### config.mk
export PLATFORM = sky130hd
export DESIGN_NAME = uart_rx_oversample
export DESIGN_NICKNAME = d
export VERILOG_FILES = /design/src/rtl/uart_pkg.sv /design/src/rtl/uart_os_tick.sv /design/src/rtl/uart_rx_oversample.sv
export SDC_FILE = /design/constraint.sdc
export NUM_CORES = 1
export LEC_CHECK = 0
export ABC_CLOCK_PERIOD_IN_PS = 2600
export BUFFER_PORTS_ARGS = -buffer_cell sky130_fd_sc_hd__buf_2
export CORE_ASPECT_RATIO = 1.25
export CORE_MARGIN = 2
export CORE_UTILIZATION = 30
export CTS_BUF_LIST = sky130_fd_sc_hd__clkbuf_4
export CTS_CLUSTER_DIAMETER = 100
export CTS_CLUSTER_SIZE = 12
export DETAILED_ROUTE_END_ITERATION = 8
export GPL_ROUTABILITY_DRIVEN = 1
export PLACE_DENSITY = 0.54
export SYNTH_ARGS = -nofsm -noshare
export SYNTH_HDL_FRONTEND = slang
export SYNTH_SLANG_ARGS = --single-unit
### constraint.sdc
create_clock -name i_clk -period 2.6 [get_ports i_clk]
set_clock_uncertainty 0.1 [all_clocks]
set_input_delay 0.13 -clock i_clk [delete_from_list [all_inputs] [get_ports i_clk]]
set_output_delay 0.13 -clock i_clk [all_outputs]
set_load 0.05 [all_outputs]
### src/rtl/uart_pkg.sv
// Shared UART receiver types: FSM state encoding, parity modes and a
// 2-of-3 majority helper.
package uart_pkg;

  typedef enum logic [2:0] {
    S_IDLE,
    S_START,
    S_DATA,
    S_PARITY,
    S_STOP,
    S_BREAK_WAIT
  } uart_state_e;

  localparam logic [1:0] PAR_NONE = 2'd0;
  localparam logic [1:0] PAR_ODD  = 2'd1;
  localparam logic [1:0] PAR_EVEN = 2'd2;

  function automatic logic maj3(
    input logic a,
    input logic b,
    input logic c
  );
    return (a & b) | (a & c) | (b & c);
  endfunction

endpackage

### src/rtl/uart_os_tick.sv
// Oversample tick generator: one-cycle pulse every P_DIV enabled cycles,
// counter held at zero while disabled.
module uart_os_tick #(
  parameter int P_DIV = 10
) (
  input  logic i_clk,
  input  logic i_rst_n,
  input  logic i_en,
  output logic o_tick
);

  localparam int W = (P_DIV > 1) ? $clog2(P_DIV) : 1;

  logic [W-1:0] cnt_q, cnt_d;
  logic         wrap;

  assign wrap   = (cnt_q == W'(P_DIV - 1));
  assign o_tick = i_en & wrap;

  always_comb begin
    cnt_d = cnt_q;
    if (!i_en)
      cnt_d = '0;
    else if (wrap)
      cnt_d = '0;
    else
      cnt_d = cnt_q + 1'b1;
  end

  always_ff @(posedge i_clk or negedge i_rst_n) begin
    if (!i_rst_n)
      cnt_q <= '0;
    else
      cnt_q <= cnt_d;
  end

endmodule

### src/rtl/uart_rx_oversample.sv
// 16x oversampling UART receiver with majority voting, optional parity,
// 1 or 2 stop bits and break detection.
module uart_rx_oversample
  import uart_pkg::*;
#(
  parameter int P_SYSTEM_CLK      = 50_000_000,
  parameter int P_UART_BURD_RATE  = 9600,
  parameter int P_UART_DATA_WIDTH = 8,
  parameter int P_UART_CHECK_ON   = 0,
  parameter int P_UART_STOP_WIDTH = 1
) (
  input  logic                         i_clk,
  input  logic                         i_rst_n,
  input  logic                         i_uart_rx,
  output logic [P_UART_DATA_WIDTH-1:0] o_uart_rx_data,
  output logic                         o_uart_rx_valid,
  output logic                         o_parity_err,
  output logic                         o_frame_err,
  output logic                         o_busy
);

  localparam int DW    = P_UART_DATA_WIDTH;
  localparam int DIV_R = P_SYSTEM_CLK / (P_UART_BURD_RATE * 16);
  localparam int DIV   = (DIV_R < 1) ? 1 : DIV_R;
  localparam logic [1:0] MODE = 2'(P_UART_CHECK_ON);

  uart_state_e   state_q, state_d;
  logic          sync1_q, sync2_q, prev_q;
  logic [3:0]    os_cnt_q, os_cnt_d;
  logic [1:0]    smp_q, smp_d;
  logic [2:0]    bit_cnt_q, bit_cnt_d;
  logic          stop_cnt_q, stop_cnt_d;
  logic          ferr_flag_q, ferr_flag_d;
  logic          par_bad_q, par_bad_d;
  logic [DW-1:0] shift_q, shift_d;
  logic [DW-1:0] data_q, data_d;
  logic          valid_q, valid_d;
  logic          perr_q, perr_d;
  logic          ferr_q, ferr_d;

  logic tick, rx, fall, vote, mid, last, ferr_now;

  uart_os_tick #(.P_DIV(DIV)) u_tick (
    .i_clk  (i_clk),
    .i_rst_n(i_rst_n),
    .i_en   (state_q != S_IDLE),
    .o_tick (tick)
  );

  assign rx       = sync2_q;
  assign fall     = prev_q & ~rx;
  assign vote     = maj3(smp_q[1], smp_q[0], rx);
  assign mid      = tick && (os_cnt_q == 4'd9);
  assign last     = tick && (os_cnt_q == 4'd15);
  assign ferr_now = ferr_flag_q | ~vote;

  always_comb begin
    state_d     = state_q;
    os_cnt_d    = os_cnt_q;
    smp_d       = smp_q;
    bit_cnt_d   = bit_cnt_q;
    stop_cnt_d  = stop_cnt_q;
    ferr_flag_d = ferr_flag_q;
    par_bad_d   = par_bad_q;
    shift_d     = shift_q;
    data_d      = data_q;
    valid_d     = 1'b0;
    perr_d      = 1'b0;
    ferr_d      = 1'b0;
    if (tick) begin
      os_cnt_d = os_cnt_q + 4'd1;
      if (os_cnt_q == 4'd7) smp_d[1] = rx;
      if (os_cnt_q == 4'd8) smp_d[0] = rx;
    end
    unique case (state_q)
      S_IDLE: begin
        os_cnt_d    = '0;
        bit_cnt_d   = '0;
        stop_cnt_d  = 1'b0;
        ferr_flag_d = 1'b0;
        par_bad_d   = 1'b0;
        if (fall) state_d = S_START;
      end
      S_START: begin
        if (mid && vote) state_d = S_IDLE;
        else if (last) state_d = S_DATA;
      end
      S_DATA: begin
        if (mid) shift_d = {vote, shift_q[DW-1:1]};
        if (last) begin
          if (bit_cnt_q == 3'(DW - 1)) begin
            bit_cnt_d = '0;
            state_d   = (MODE != PAR_NONE) ? S_PARITY : S_STOP;
          end else begin
            bit_cnt_d = bit_cnt_q + 3'd1;
          end
        end
      end
      S_PARITY: begin
        if (mid)
          par_bad_d = ((^shift_q) ^ vote) != (MODE == PAR_ODD);
        if (last) state_d = S_STOP;
      end
      S_STOP: begin
        // Final stop bit is resolved at its vote, not at its end,
        // so the next start edge can never be missed.
        if (mid) begin
          if (stop_cnt_q == 1'(P_UART_STOP_WIDTH - 1)) begin
            data_d = shift_q;
            if (ferr_now) begin
              ferr_d  = 1'b1;
              state_d = rx ? S_IDLE : S_BREAK_WAIT;
            end else if (par_bad_q) begin
              perr_d  = 1'b1;
              state_d = S_IDLE;
            end else begin
              valid_d = 1'b1;
              state_d = S_IDLE;
            end
          end else begin
            ferr_flag_d = ferr_now;
          end
        end else if (last) begin
          stop_cnt_d = stop_cnt_q + 1'b1;
        end
      end
      S_BREAK_WAIT: begin
        if (rx) state_d = S_IDLE;
      end
      default: state_d = S_IDLE;
    endcase
  end

  always_ff @(posedge i_clk or negedge i_rst_n) begin
    if (!i_rst_n) begin
      state_q     <= S_IDLE;
      sync1_q     <= 1'b1;
      sync2_q     <= 1'b1;
      prev_q      <= 1'b1;
      os_cnt_q    <= '0;
      smp_q       <= '0;
      bit_cnt_q   <= '0;
      stop_cnt_q  <= 1'b0;
      ferr_flag_q <= 1'b0;
      par_bad_q   <= 1'b0;
      shift_q     <= '0;
      data_q      <= '0;
      valid_q     <= 1'b0;
      perr_q      <= 1'b0;
      ferr_q      <= 1'b0;
    end else begin
      state_q     <= state_d;
      sync1_q     <= i_uart_rx;
      sync2_q     <= sync1_q;
      prev_q      <= sync2_q;
      os_cnt_q    <= os_cnt_d;
      smp_q       <= smp_d;
      bit_cnt_q   <= bit_cnt_d;
      stop_cnt_q  <= stop_cnt_d;
      ferr_flag_q <= ferr_flag_d;
      par_bad_q   <= par_bad_d;
      shift_q     <= shift_d;
      data_q      <= data_d;
      valid_q     <= valid_d;
      perr_q      <= perr_d;
      ferr_q      <= ferr_d;
    end
  end

  assign o_uart_rx_data  = data_q;
  assign o_uart_rx_valid = valid_q;
  assign o_parity_err    = perr_q;
  assign o_frame_err     = ferr_q;
  assign o_busy          = (state_q != S_IDLE);

endmodule

# Word-level counts from Yosys, hierarchy flattened
# Cells that the tools add are included.
[classes]
shift = 0
n_reduce_logical = 19
n_eq_ne = 23
n_addsub = 4
muxes = 41
bitwise_logic = 12
div_mod_pow = 0
multipliers = 0
magnitude_cmp = 0
[op_table]
columns = ["op", "count"]
rows = [
  ["$mux W3", 13],
  ["$ne A2 B2 Y1 const B", 11],
  ["$mux W1", 19],
  ["$mux W9", 2],
  ["$pmux W3 S6", 1],
  ["$eq A4 B4 Y1 const B", 3],
  ["$reduce_and A2 Y1", 5],
  ["$add A9 B1 Y9 const B", 1],
  ["$eq A3 B3 Y1 const B", 3],
  ["$eq A9 B9 Y1 const B", 1],
  ["$reduce_and A3 Y1", 3],
  ["$mux W4", 2],
  ["$reduce_and A8 Y1", 1],
  ["$reduce_bool A2 Y1", 4],
  ["$reduce_xor A8 Y1", 1],
  ["$eq A3 B2 Y1 const B", 2],
  ["$pmux W1 S2", 3],
  ["$pmux W3 S2", 1],
  ["$and A1 B1 Y1", 5],
  ["$add A4 B1 Y4 const B", 1],
  ["$eq A4 B3 Y1 const B", 1],
  ["$add A3 B1 Y3 const B", 1],
  ["$eq A3 B1 Y1 const B", 1],
  ["$logic_and A1 B1 Y1", 3],
  ["7 further kinds", 11],
]
[word_totals]
input_bits = 3
word_cells = 116
mem_bits_rw = 0
rom_bits = 0
mem_count = 0
output_inout_bits = 12
ff_bits = 46
latch_bits = 0

# Depth between registers and ports, before layout
[logic_depth]
word_depth = 9
mapped_depth = 8
depth_no_buf = 6

# Cells and area by module
# A second synthesis with hierarchy kept.
[hier_totals]
cells_unflattened = 189
hier_area_um2 = 2268.4
[modules_own_cells]
columns = ["mod", "seq_area_each_um2", "cells_per_inst", "n_inst", "area_each_um2"]
rows = [
  ["uart_rx_oversample", 929.6, 142, 1, 1803.0],
  ["uart_os_tick", 225.2, 47, 1, 465.4],
]

# Worst setup path before layout
# Ideal clock, no wire load.
[synth_timing]
kind = "register to register"
start = "register u_tick.cnt_q[0]"
end = "register state_q[0]"
stages_incl_launch_ff = 7
arrival_time_ns = 1.791
period_less_slack_ns = 2.019
path_slack_ns = 0.581
n_path_buf = 0
path_cell_list = "dfrtp_1 inv_1 ha_1 nand4bb_1 o41a_1 a211oi_2 mux2_1"
[synth_between]
elab_chain_len = 6
word_cells_on_any_way = 12
cone_classes = "5 x eq/ne; 2 x mux; 1 x bitwise; 4 x reduce/logical"
[synth_lines]
columns = ["element", "line_no", "text"]
rows = [
  ["from (decl)", "uart_os_tick.sv:14", "logic [W-1:0] cnt_q, cnt_d;"],
  ["from (signal assigned)", "uart_os_tick.sv:34", "cnt_q <= cnt_d;"],
  ["$eq A9 B9 Y1 (*)", "uart_os_tick.sv:17", "assign wrap = (cnt_q == W'(P_DIV - 1));"],
  ["$and A1 B1 Y1 (*)", "uart_os_tick.sv:18", "assign o_tick = i_en & wrap;"],
  ["$logic_and A1 B1 Y1", "uart_rx_oversample.sv:53", "assign mid = tick && (os_cnt_q == 4'd9);"],
  ["$logic_and A1 B1 Y1", "uart_rx_oversample.sv:85", "if (mid && vote) state_d = S_IDLE;"],
  ["$ne A3 B3 Y1 (no line) / $mux W3 (equally long branches)", "--", ""],
  ["$reduce_and A8 Y1 (no line) / $pmux W3 S6 (equally long branches)", "--", ""],
  ["to (signal assigned)", "uart_rx_oversample.sv:152", "state_q <= state_d;"],
  ["to (decl)", "uart_rx_oversample.sv:27", "uart_state_e state_q, state_d;"],
]
# Every way passes the cells marked *; elsewhere a longest branch is shown, timed or not.
# A chain may end at the register's enable or synchronous reset.

# Worst setup path in the final report
[layout_timing]
start = "register u_tick.cnt_q[0]"
end = "register bit_cnt_q[2]"
[layout_between]
elab_chain_len = 5
[layout_lines]
columns = ["element", "line_no", "text"]
rows = [
  ["$eq A9 B9 Y1", "uart_os_tick.sv:17", ""],
  ["$and A1 B1 Y1", "uart_os_tick.sv:18", ""],
  ["$logic_and A1 B1 Y1", "uart_rx_oversample.sv:54", "assign last = tick && (os_cnt_q == 4'd15);"],
  ["$ne A2 B2 Y1 (no line)", "--", ""],
  ["$reduce_and A2 Y1 (no line)", "--", ""],
  ["to (signal assigned)", "uart_rx_oversample.sv:158", "bit_cnt_q <= bit_cnt_d;"],
  ["to (decl)", "uart_rx_oversample.sv:31", "logic [2:0] bit_cnt_q, bit_cnt_d;"],
]
# Every way passes these cells.

==> run summary <==
Psw = 0.485 mW
Global route total overflow = 0
Final min period = 2180 ps
Clock power share = 31.9%
Internal = 1.16 mW
Seq pwr share = 49.1%
Final WL = 4340 um
CP endpoint kind = flip-flop
Setup TNS = 0 ps
Post-synthesis area per instance = 11.6 um^2
Final Max Tran Viols = 0
Most common cell after layout, fill and taps aside = dfrtp_1
ANT nets after route = 0
Nets = 234
Post-Syn Area = 2360 um^2
Max Cap Viol = 0
Slew @ Worst Pin = 820 ps
Post-synthesis register bit count = 46
# diodes = 0
# H-tree levels = 2
CTS Hold Buffers Added = 2
Hold Slack = 267 ps
Synth cell types = 49
DRC = 0
Initial DRT Pass Iterations = 4
Period Utilization, post-route = 84.0%
Min-Delay Path Class = reg -> reg
Outcome = finished clean
Area share of and/or/nand/nor cells after synthesis = 19.1%
Chip height = 103 um
Row cnt = 36
Max-slew headroom = 45.4%
RSZ-0062 raised after global routing = no
Worst skew pair latency = 360 ps
Die footprint = 8600 um^2
Synth Area in Compound Gates = 6.31%
Post-CTS Setup Bufs = 0
Startpoint class of the critical path = flip-flop
Die W = 83.3 um
Most frequent cells in the layout = dfrtp_1, mux2_2, nor2_1
Vias in the first global route = 1615
Initial antenna violation count = 0
First-pass GRT wire length = 7560 um
Lkg Pwr = 1.24 nW
Top cells by area, synth = dfrtp_1, mux2_2, ha_1, dfstp_2, xnor2_1
Clock Tree Buf Depth = 2
Ys Warns = 0
Gr usage total = 10.9%
WP data required = 2760 ps
VDD IR max = 0.322 mV
Crit path DAT = 2340 ps
Fraction of layout cells with a size suffix above 1 = 25.8%
Synth Area in XOR/XNOR = 6.89%
Dpl hpwl = 3190 um
Switch share = 29.4%
Clock root buffer = clkbuf_4
Dominant combinational cell family by area after synthesis = simple AND/OR/NAND/NOR gates
Post-synth top area share = 45.6%
Reg clk slew, reported paths = 140 ps
CORE AREA = 7700 um^2
Post-synth EDFFs = 0
Synth Flop Type = dfrtp_1
DR iter-0 viols = 53
Fill count = 765
Final Hold Viols = 0
RePlAce Congestion = 0.783
Total number of vias = 1553
Starting density of the core = 30.7%
Crit Path Class = reg -> reg
Crit path max fanout = 6
Fmax = 458 MHz
Register area share after synthesis = 48.9%
PwrDens = 619 nW/um^2
Clk sinks = 46
Syn Inst Count = 204
Wire per inst = 13.6 um
Multiplexer share of the synthesized area = 11.3%
Post-CTS resize count = 0
Clock buffers created by TritonCTS = 5
Dominant cell type by area after synthesis = dfrtp_1
CTS tree = done
Core Util, Final = 34.6%
Post-Synth Adder-Cell Area = 4.13%
Combinational share of power = 19.0%
Syn-to-layout area delta = 12.9%
Syn_nets = 214
Final setup vio count = 0
Port bufs = 14
I/O pin count = 15
Vias/cell = 4.85
Largest net degree at the start of global routing = 37
Ys async rst share = 100%
-- worst max-delay path, cell delays in order (launching register included) --
cell,delay (ps)
dfrtp_1,460
inv_1,80
ha_1,160
nand4bb_1,240
nor4_4,490
mux2_2,390
a22o_1,180
-- power groups by stage --
| stage | Sequential [mW] | Combinational [mW] | Clock (mW) |
|---|---|---|---|
| 3_5_place_dp | 0.823 | 0.317 | 0 |
| 2_1_floorplan | 0.793 | 0.256 | 0 |
| 4_1_cts | 0.810 | 0.320 | 0.546 |
| 3_3_place_gp | 0.819 | 0.320 | 0 |
| 5_1_grt | 0.816 | 0.349 | 0.576 |
| 6_report | 0.809 | 0.314 | 0.526 |
-- cells by family after synthesis --
family          after synthesis
simple gates                 72
mux                          24
compound gates               20
buf+inv                      17
flops                        46
fa+ha+maj                     8
xor+xnor                     17
-- sequential cells by signal (all words and copies together) (netlist names) --
signal	cells
u_tick.cnt_q	9
o_uart_rx_data	8
shift_q	8
os_cnt_q	4
bit_cnt_q	3
state_q	3
smp_q	2
ferr_flag_q	1
o_frame_err	1
o_parity_err	1
o_uart_rx_valid	1
par_bad_q	1
prev_q	1
rx	1
stop_cnt_q	1
sync1_q	1
-- layer usage --
metal	global-route usage (%)	part of all wire (%)
met1	12.9	46
met2	19.5	49
met3	2.14	2.0
met4	4.67	2.1
met5	0	0
-- cell usage after synthesis (all sizes together) (3+ instances only) --
cell type  number
xor2            7
nand4           6
nand2           8
dfrtp          43
nor2           19
inv             9
nor4            5
nor3            5
a22o            3
xnor2           9
and3            5
mux2           22
o21ai           5
nand3           7
buf             7
ha              7
dfstp           3
-- final timing paths --
| path | startpoint | end | slack (ps) | depth (start not counted) |
|---|---|---|---|---|
| max | u_tick.cnt_q[0]$_DFF_PN0_ | bit_cnt_q[2]$_DFFE_PN0P_ | 420 | 6 |
| min | sync1_q$_DFF_PN1_ | rx$_DFF_PN1_ | 270 | 0 |
| max reg2reg | u_tick.cnt_q[0]$_DFF_PN0_ | bit_cnt_q[2]$_DFFE_PN0P_ | 420 | 6 |
| min reg2reg | sync1_q$_DFF_PN1_ | rx$_DFF_PN1_ | 270 | 0 |
| max in group asynchronous | i_rst_n | shift_q[7]$_DFFE_PN0P_ | 1500 | 3 |
| min in group asynchronous | i_rst_n | shift_q[1]$_DFFE_PN0P_ | 290 | 2 |
-- per-stage QoR --
stage	power, mW	instances	area, um^2	worst slack [ps]
CTS	1.68	320	2670	422
detailed placement	1.14	310	2540	431
global route	1.74	320	2670	272
floorplan	1.05	204	2360	581
global placement	1.14	310	2540	491
finish	1.65	320	2670	415
-- area by class of cell --
type                            count  area, um^2  area share (%)
Timing Repair Buffer               21         128            4.79
Clock buffer                        5        37.5            1.41
Inverter                            9        33.8            1.27
Multi-Input combinational cell    141        1130            42.3
Tap cell                           95         119            4.46
Clock inverter                      3        63.8            2.39
Sequential cell                    46        1150            43.3
(Power assumes the default switching activity.)
